===== src/rtl/lfsr_pkg.sv =====
// -----------------------------------------------------------------------------
// lfsr_pkg
// Shared constants and types for the 64-bit LFSR test-sequence generator and
// checker.
//   LFSR_SEED      : first word of the sequence (all ones)
//   LFSR_TERMINAL  : last word of the sequence; its successor is LFSR_SEED
//   chk_state_t    : checker FSM state encoding
// -----------------------------------------------------------------------------
package lfsr_pkg;

    localparam logic [63:0] LFSR_SEED     = 64'hFFFF_FFFF_FFFF_FFFF;
    localparam logic [63:0] LFSR_TERMINAL = 64'h9C69_8321_9672_4182;

    typedef enum logic [1:0] {
        HUNT   = 2'd0,
        VERIFY = 2'd1,
        LOCKED = 2'd2
    } chk_state_t;

endpackage


===== src/rtl/lfsr64_next.sv =====
// -----------------------------------------------------------------------------
// lfsr64_next
// Combinational successor function of the 64-bit LFSR test sequence.
// Shared by the generator and the checker so both agree on the sequence.
// Ports:
//   cur : current sequence word
//   nxt : word that follows cur (TERMINAL is followed by SEED)
// -----------------------------------------------------------------------------
module lfsr64_next
    import lfsr_pkg::*;
(
    input  logic [63:0] cur,
    output logic [63:0] nxt
);

    // Top nibble is the XOR feedback, the rest is a left rotate by one.
    assign nxt = (cur == LFSR_TERMINAL) ? LFSR_SEED :
                 {cur[62] ^ cur[61], cur[61] ^ cur[60],
                  cur[60] ^ cur[59], cur[59] ^ cur[58],
                  cur[58:0], cur[63]};

endmodule


===== config.mk =====
export PLATFORM = sky130hd
export DESIGN_NAME = lfsr64_next
export DESIGN_NICKNAME = d
export VERILOG_FILES = /design/src/rtl/lfsr_pkg.sv /design/src/rtl/lfsr64_next.sv
export SDC_FILE = /design/constraint.sdc
export NUM_CORES = 1
export LEC_CHECK = 0
export CORE_MARGIN = 8
export CORE_UTILIZATION = 18
export DETAILED_ROUTE_END_ITERATION = 10
export GPL_ROUTABILITY_DRIVEN = 0
export GPL_TIMING_DRIVEN = 0
export PLACE_DENSITY = 0.92
export SLEW_MARGIN = 20
export SYNTH_ARGS = -nofsm -noshare
export SYNTH_HDL_FRONTEND = slang
export SYNTH_SLANG_ARGS = --single-unit

===== constraint.sdc =====
create_clock -name vclk -period 1.6
set_input_delay 0.24 -clock vclk [all_inputs]
set_output_delay 0.24 -clock vclk [all_outputs]
set_load 0.01 [all_outputs]

==> results.py, run 1 <==
metrics = {
    "outcome": {
        "outcome": "complete, but fails checks",
        "violations": "negative setup slack",
    },
    "global_routing": {
        "grtUsageTotal_pct": 14.6,
        "antenna_found_initial": 0,
        "grt_max_degree": 6,
        "grt_pass1_wl_um": 6440,
        "grt_pass1_vias": 1319,
        "grt_overflow": 0,
    },
    "placed_design": {
        "preCtsSetupSlack_ns": -1.44,
        "dp_hpwl_um": 3670,
        "portBuffers": 128,
    },
    "power": {
        "combPwrFrac_pct": 100.0,
        "p_per_area_nw_per_um2": 221,
        "ir_worst_vdd_v": 0.000119,
        "swShare_pct": 39.5,
        "switching_power_w": 0.000180,
        "p_clk_share_pct": 0,
        "leakagePower_nw": 0.977,
        "intPower_w": 0.000275,
        "pwr-share-seq_pct": 0,
    },
    "worst_setup_path": {
        "slowest_stage": "nor4bb_2",
        "crit_type": "input port to primary output",
        "cpPeakStageDelay_ns": 0.31,
        "path_common_cell": "buf_6",
        "arrival_ns": 1.87,
        "required_ns": 1.36,
        "crit_path_end_kind": "primary output",
        "crit_path_start_kind": "input port",
        "critical_path.max_fanout": 5,
        "path_cells": "dlygate4sd2_1 > nor4bb_2 > nand4_1 > nor4_4 > buf_4 > buf_6 > buf_6 > or2_1 > buf_2",
    },
    "synthesis": {
        "synthTopCellsByArea": "or2_1 39%, clkbuf_1 13%, nor4b_1 8.4%, nor4bb_1 8.0%, buf_6 7.2%",
        "syn_area_per_cell_um2": 6.64,
        "mappedNetlistArea_um2": 624,
        "yosysTopAreaCell": "or2_1",
        "yosysMostFrequentCell": "or2_1",
        "synth.yosys.seq_area_share_pct": 0,
        "syn_nets": 160,
        "syn-instance-count": 94,
        "yosysTopAreaCellShare_pct": 39.1,
        "ys_types": 15,
        "yosysWarningCount": 0,
        "ys_top_cells_by_count": "39 x or2_1, 22 x clkbuf_1, 6 x nor4b_1",
    },
    "floorplan": {
        "std_cell_rows": 21,
        "die_w_um": 74.9,
        "fp.dieArea_um2": 5610,
        "start_util_pct": 18.7,
        "die_height_um": 74.9,
        "io_pins": 128,
        "coreArea_um2": 3340,
    },
    "layout": {
        "antennaDiodeCount": 0,
        "num-nets-final": 299,
        "seq_area_um2": 0,
        "area_delta_synth_final_pct": 229,
        "drive_above_1_share_pct": 38.1,
        "fill_cells": 350,
        "clkbuf_count": 0,
        "design.seq.count": 0,
    },
    "routing": {
        "dr.pass1.iters": 3,
        "wl_um": 4400,
        "wl_per_cell_um": 15.9,
        "drt_iter0_markers": 16,
        "vias_per_cell": 4.17,
        "antenna_left": 0,
        "vias": 1156,
        "drc": 0,
    },
    "timing": {
        "fmax_ghz": 0.475,
        "setup_tns_ns": -20.64,
        "post-route-period-util_pct": 132,
        "worst_pin_slew_ns": 0.246,
        "slew_headroom_pct": 83.3,
        "hold_viol_final": 0,
        "min_period_ns": 2.11,
        "grt_setup_unrepaired": "true",
        "fin_ws_ns": -0.505,
        "setup_violations": 42,
        "slew_viol_final": 0,
    },
    "clock_tree": {
        "holdBufCountCts": 0,
    },
    "hold_path": {
        "hold_path.class": "input port to primary output",
    },
    "flow_run": {
        "cap_violations": 0,
    },
}
-- final timing paths --
path	slack, ns	to	cells after the start	from
setup / recovery	-0.51	nxt[60]	9	cur[38]
hold / removal	0.81	nxt[61]	4	cur[60]
-- layout by cell type, fill, tap and decap left out, types with 2 or more instances in the layout --
| cell | Yosys | layout |
|---|---|---|
| nor4_4 | 1 | 3 |
| nor4b_4 | 0 | 3 |
| dlygate4sd2_1 | 0 | 50 |
| or2_1 | 39 | 30 |
| nand2b_1 | 3 | 2 |
| clkdlybuf4s15_2 | 0 | 2 |
| nor4bb_4 | 0 | 2 |
| clkbuf_2 | 0 | 2 |
| or2_4 | 0 | 9 |
| buf_4 | 0 | 4 |
| and4b_1 | 2 | 2 |
| xnor2_1 | 2 | 2 |
| buf_6 | 4 | 24 |
| nand4_1 | 3 | 3 |
| buf_2 | 0 | 28 |
| clkbuf_1 | 22 | 22 |
| clkdlybuf4s50_1 | 0 | 22 |
| nor4b_2 | 0 | 3 |
| clkdlybuf4s15_1 | 0 | 7 |
| nor4bb_2 | 0 | 3 |
-- power by group through the flow --
stage	logic [W]	clock network (W)	registers, W
6_report	0.000455	0	0
5_1_grt	0.000490	0	0
4_1_cts	0.000450	0	0
3_5_place_dp	0.000509	0	0
3_3_place_gp	0.000503	0	0
2_1_floorplan	0.000142	0	0
-- layout make-up --
type / count / area, µm² / share of cell area [%]
multi-input combinational: 67 / 681 / 33.1
buffer: 25 / 116 / 5.66
inverter: 1 / 6.26 / 0.304
tap: 46 / 57.6 / 2.80
timing repair buffer: 138 / 1190 / 58.1
-- worst max-delay path: cells and delay by family --
kind	cells	cell delay, ns
simple gates	4	0.85
buf+inv	5	0.78
-- logic make-up (layout without fill, tap and decap cells) --
logic type | Yosys count | count (layout) | synth area share [%]
fa+ha+maj | 2 | 2 | 4.01
buf+inv | 27 | 164 | 21.0
simple gates | 63 | 63 | 72.1
xor+xnor | 2 | 2 | 2.81
-- repair_timing --
| item | CTS | global route |
|---|---|---|
| buffers inserted | 6 | 0 |
| gates cloned | 4 | 0 |
| setup endpoints to repair | 46 | 42 |
| resized for setup | 291 | 11 |
| pin swaps | 22 | 14 |
-- stage by stage --
stage / hold WS (ns) / cell area, µm² / total power [W] / util (%) / instances
after global placement: 1.45 / 2030 / 0.000503 / 60.7 / 268
after floorplan: 0.578 / 687 / 0.000142 / - / 94
after global routing: 0.853 / 2060 / 0.000490 / 61.6 / 277
final: 0.813 / 2060 / 0.000455 / 61.6 / 277
after CTS: 0.819 / 2020 / 0.000450 / 60.6 / 277
after detailed placement: 1.45 / 2030 / 0.000509 / 60.7 / 268
-- routing by layer --
layer / GRT usage, % / routed length, µm / vias to the layer above / share of wire, %
met5: 0 / 0 / - / 0
met2: 28.6 / 2330 / 70 / 53
met3: 6.13 / 614 / 0 / 14
met1: 14.6 / 1460 / 512 / 33
li1: - / - / 574 / -
met4: 0 / 0 / 0 / 0
No activity file was read; power rests on OpenSTA's default activity.
==> run 2: changes to the inputs <==
--- a/config.mk
+++ b/config.mk
@@ -5,7 +5,7 @@
 export SDC_FILE = /design/constraint.sdc
 export NUM_CORES = 1
 export LEC_CHECK = 0
-export CORE_MARGIN = 8
+export CORE_MARGIN = 5
 export CORE_UTILIZATION = 18
 export DETAILED_ROUTE_END_ITERATION = 10
 export GPL_ROUTABILITY_DRIVEN = 0
==> run 2 against run 1 <==
Net effect: the run still ends with negative setup slack left; cell area shrank 1.3%; flip-flop and latch count stayed put; die area fell by 15%; critical path depth did not move; via count up 2.1%; setup slack improved by 0.10 ns; sequential share of layout area stayed put; routed wire length shrank 5.3%; power grew 4.4%; core utilization is 0.79 points lower; count of clock-buffer cells in the layout stayed put.
==> results.py, run 2 (synthesis gave the netlist of run 1 again) <==
metrics = {
    "routing": {
        "vias_per_cell": 4.26,
        "wl_um": 4160,
        "drc": 0,
        "antenna_left": 0,
        "wl_per_cell_um": 15.0,
        "drt_iter0_markers": 12,
        "vias": 1180,
        "dr.pass1.iters": 4,
    },
    "worst_setup_path": {
        "cpPeakStageDelay_ns": 0.29,
        "crit_type": "input port to primary output",
        "crit_buf_inv": 5,
        "critical_path.max_fanout": 6,
        "crit_path_start_kind": "input port",
        "path_common_cell": "nor4_4",
        "path_cells": "clkbuf_2 > nor4_4 > nand4_1 > nor4_4 > buf_4 > buf_8 > buf_6 > or2_1 > buf_2",
        "arrival_ns": 1.76,
        "slowest_stage": "nor4_4",
        "crit_path_end_kind": "primary output",
        "cp_top_family": "simple AND/OR/NAND/NOR gates",
        "required_ns": 1.36,
    },
    "floorplan": {
        "std_cell_rows": 21,
        "start_util_pct": 18.7,
        "coreArea_um2": 3340,
        "fp.dieArea_um2": 4750,
        "die_w_um": 68.9,
        "io_pins": 128,
        "die_height_um": 68.9,
    },
    "placed_design": {
        "dp_hpwl_um": 3500,
        "preCtsSetupSlack_ns": -1.39,
        "portBuffers": 128,
    },
    "timing": {
        "post-route-period-util_pct": 125,
        "min_period_ns": 2.00,
        "fmax_ghz": 0.499,
        "setup_violations": 42,
        "worst_pin_slew_ns": 0.277,
        "hold_viol_final": 0,
        "slew_headroom_pct": 81.4,
        "slew_viol_final": 0,
        "grt_setup_unrepaired": "true",
        "fin_ws_ns": -0.402,
    },
    "layout": {
        "fin_util_pct": 60.8,
        "clkbuf_count": 0,
        "num-nets-final": 299,
        "drive_above_1_share_pct": 53.2,
        "mostFrequentLayoutCell": "clkbuf_2",
        "design.seq.count": 0,
        "layout_common_cells": "33 x clkbuf_2, 29 x or2_1, 28 x buf_6, 24 x buf_2",
        "seq_area_um2": 0,
        "antennaDiodeCount": 0,
        "fill_cells": 321,
        "area_delta_synth_final_pct": 225,
    },
    "power": {
        "swShare_pct": 39.9,
        "combPwrFrac_pct": 100.0,
        "total_power_w": 0.000475,
        "intPower_w": 0.000285,
        "switching_power_w": 0.000190,
        "pwr-share-seq_pct": 0,
        "p_per_area_nw_per_um2": 234,
        "ir_worst_vdd_v": 0.000118,
        "leakagePower_nw": 0.981,
        "p_clk_share_pct": 0,
    },
    "global_routing": {
        "grt_pass1_wl_um": 5910,
        "grt_max_degree": 11,
        "use_met2_pct": 35.4,
        "grtUsageTotal_pct": 16.5,
        "antenna_found_initial": 0,
        "grtUsageMet3_pct": 4.05,
        "use_met1_pct": 16.1,
        "grt_pass1_vias": 1311,
        "grt_overflow": 0,
        "top_usage_layer": "met2",
    },
    "hold_path": {
        "hold_path.class": "input port to primary output",
    },
    "flow_run": {
        "cap_violations": 0,
    },
    "outcome": {
        "outcome": "complete, but fails checks",
        "violations": "negative setup slack",
    },
    "clock_tree": {
        "holdBufCountCts": 0,
    },
}
run 2: power groups by stage:
stage	logic [W]	clock network, W	registers [W]
2_1_floorplan	0.000142	0	0
3_3_place_gp	0.000498	0	0
3_5_place_dp	0.000508	0	0
4_1_cts	0.000455	0	0
5_1_grt	0.000511	0	0
6_report	0.000475	0	0
run 2: layout make-up:
class | count | area (µm²) | area share [%]
timing repair buffer | 137 | 1090 | 53.9
tap | 46 | 57.6 | 2.84
buffer | 26 | 128 | 6.29
inverter | 1 | 6.26 | 0.308
multi-input combinational | 67 | 743 | 36.6
run 2: path summary, 6_finish.rpt:
check / startpoint / end / slack (ns) / cells after the start
setup / recovery: cur[0] / nxt[57] / -0.40 / 9
hold / removal: cur[19] / nxt[20] / 0.77 / 3
run 2: through the flow:
step | instance area (µm²) | TNS, ns | std cells | hold WS [ns]
3_5_place_dp | 2030 | -56.85 | 268 | 1.45
2_1_floorplan | 687 | -2.04 | 94 | 0.578
3_3_place_gp | 2030 | -59.13 | 268 | 1.44
5_1_grt | 2030 | -19.68 | 277 | 0.778
6_report | 2030 | -14.37 | 277 | 0.766
4_1_cts | 2030 | -20.73 | 277 | 0.860
run 2: tightest hold or removal path, stage by stage:
cell	delay, ns
buf_6	0.08
or2_1	0.09
buf_2	0.12
run 2: timing repair:
action / CTS / global route
resized for setup: 287 / 96
cloned: 3 / 0
pin swaps: 24 / 26
buffers inserted: 6 / 1
endpoints found under the setup margin: 47 / 42
run 2: metal layers:
| layer | share of wire, % | wire length [µm] | vias to the layer above |
|---|---|---|---|
| met5 | 0 | 0 | - |
| li1 | - | - | 579 |
| met4 | 0.65 | 27 | 0 |
| met2 | 56 | 2340 | 71 |
| met1 | 33 | 1350 | 528 |
| met3 | 11 | 440 | 2 |
==> run 3: changes to the inputs <==
--- a/config.mk
+++ b/config.mk
@@ -5,6 +5,7 @@
 export SDC_FILE = /design/constraint.sdc
 export NUM_CORES = 1
 export LEC_CHECK = 0
+export CORE_ASPECT_RATIO = 2
 export CORE_MARGIN = 5
 export CORE_UTILIZATION = 18
 export DETAILED_ROUTE_END_ITERATION = 10
==> run 3 against run 2 <==
Net effect: the flow still finishes with violations (negative setup slack); via count grew 0.76%; worst hold slack got worse by 0.013 ns; count of clock-buffer cells in the layout stayed put; cell count down 5.4%; largest cell class unchanged.
==> results.py, run 3 (synthesis gave the netlist of run 1 again) <==
metrics = {
    "timing": {
        "hold_viol_final": 0,
        "fmax_ghz": 0.493,
        "fin_ws_ns": -0.428,
        "post-route-period-util_pct": 127,
        "setup_violations": 42,
        "whs_ns": 0.753,
        "grt_setup_unrepaired": "true",
        "slew_viol_final": 0,
        "slew_headroom_pct": 82.4,
        "min_period_ns": 2.03,
        "worst_pin_slew_ns": 0.262,
    },
    "routing": {
        "dr.pass1.iters": 4,
        "drc": 0,
        "antenna_left": 0,
        "wl_um": 4360,
        "drt_iter0_markers": 9,
        "vias_per_cell": 4.54,
        "vias": 1189,
        "wl_per_cell_um": 16.6,
    },
    "power": {
        "p_clk_share_pct": 0,
        "p_per_area_nw_per_um2": 237,
        "ir_worst_vdd_v": 0.000124,
        "intPower_w": 0.000279,
        "switching_power_w": 0.000189,
        "swShare_pct": 40.5,
        "total_power_w": 0.000468,
        "leakagePower_nw": 0.970,
        "pwr-share-seq_pct": 0,
        "combPwrFrac_pct": 100.0,
    },
    "placed_design": {
        "portBuffers": 128,
        "placement.cell_area_um2": 2010,
        "dp_hpwl_um": 3680,
        "preCtsSetupSlack_ns": -1.46,
    },
    "global_routing": {
        "grtUsageMet3_pct": 4.15,
        "antenna_found_initial": 0,
        "grtUsageTotal_pct": 17.5,
        "grt_max_degree": 11,
        "grt_overflow": 0,
        "grt_pass1_wl_um": 6530,
        "use_met2_pct": 38.0,
        "grt_pass1_vias": 1369,
        "top_usage_layer": "met2",
        "use_met1_pct": 15.3,
    },
    "worst_setup_path": {
        "crit_type": "input port to primary output",
        "slowest_stage": "nor4_4",
        "required_ns": 1.36,
        "crit_buf_inv": 5,
        "critical_path.max_fanout": 5,
        "path_common_cell": "buf_6",
        "crit_path_end_kind": "primary output",
        "arrival_ns": 1.79,
        "cpPeakStageDelay_ns": 0.32,
        "cp_top_family": "simple AND/OR/NAND/NOR gates",
        "crit_path_start_kind": "input port",
        "path_cells": "buf_6 > nor4b_4 > nand4_1 > nor4_4 > buf_4 > buf_6 > buf_6 > or2_1 > buf_2",
    },
    "floorplan": {
        "coreArea_um2": 3380,
        "std_cell_rows": 30,
        "die_height_um": 93.3,
        "start_util_pct": 18.5,
        "die_w_um": 51.6,
        "fp.dieArea_um2": 4820,
        "io_pins": 128,
    },
    "layout": {
        "area_delta_synth_final_pct": 217,
        "fin_util_pct": 58.5,
        "antennaDiodeCount": 0,
        "design.seq.count": 0,
        "mostFrequentLayoutCell": "buf_2",
        "seq_area_um2": 0,
        "num-nets-final": 298,
        "drive_above_1_share_pct": 51.3,
        "fin_area_um2": 1980,
        "clkbuf_count": 0,
        "layout_common_cells": "38 x buf_2, 29 x or2_1, 26 x buf_6, 22 x clkbuf_1, 22 x clkdlybuf4s50_1",
    },
    "outcome": {
        "violations": "negative setup slack",
        "outcome": "complete, but fails checks",
    },
    "clock_tree": {
        "holdBufCountCts": 0,
    },
    "flow_run": {
        "cap_violations": 0,
    },
    "hold_path": {
        "hold_path.class": "input port to primary output",
    },
}
-- run 3: cell type report --
type                            count  area (µm²)
Timing Repair Buffer              136        1080
Fill cell                         324        1400
Tap cell                           32        40.0
Buffer                             26         128
Inverter                            1        6.26
Multi-Input combinational cell     67         726
-- run 3: power groups by stage --
stage / clock, W / sequential (W) / combinational [W]
floorplan: 0 / 0 / 0.000142
global placement: 0 / 0 / 0.000501
detailed placement: 0 / 0 / 0.000510
CTS: 0 / 0 / 0.000460
global route: 0 / 0 / 0.000500
finish: 0 / 0 / 0.000468
-- run 3: path summary, 6_finish.rpt --
path	endpoint	slack (ns)	from	cells after the start
worst min-delay path	nxt[10]	0.75	cur[9]	3
worst max-delay path	nxt[19]	-0.43	cur[6]	9
-- run 3: tightest hold or removal path, cell delays in order --
cell	delay, ns
buf_6	0.08
or2_4	0.11
buf_6	0.09
-- run 3: what timing repair did --
item,4_1_cts,5_1_grt
setup endpoints to repair,46,42
pin swaps,23,24
resized for setup,327,58
setup buffers,5,0
gates cloned,3,0
-- run 3: metal layers --
layer	part of all wire, %	up-vias
met5	0	-
met4	1.8	0
met2	62	65
met1	28	544
met3	7.8	6
li1	-	574
-- run 3: stage by stage --
stage,instances,setup TNS [ns]
5_1_grt,262,-20.23
2_1_floorplan,94,-2.04
3_3_place_gp,254,-58.44
3_5_place_dp,254,-59.53
4_1_cts,262,-17.31
6_report,262,-14.74
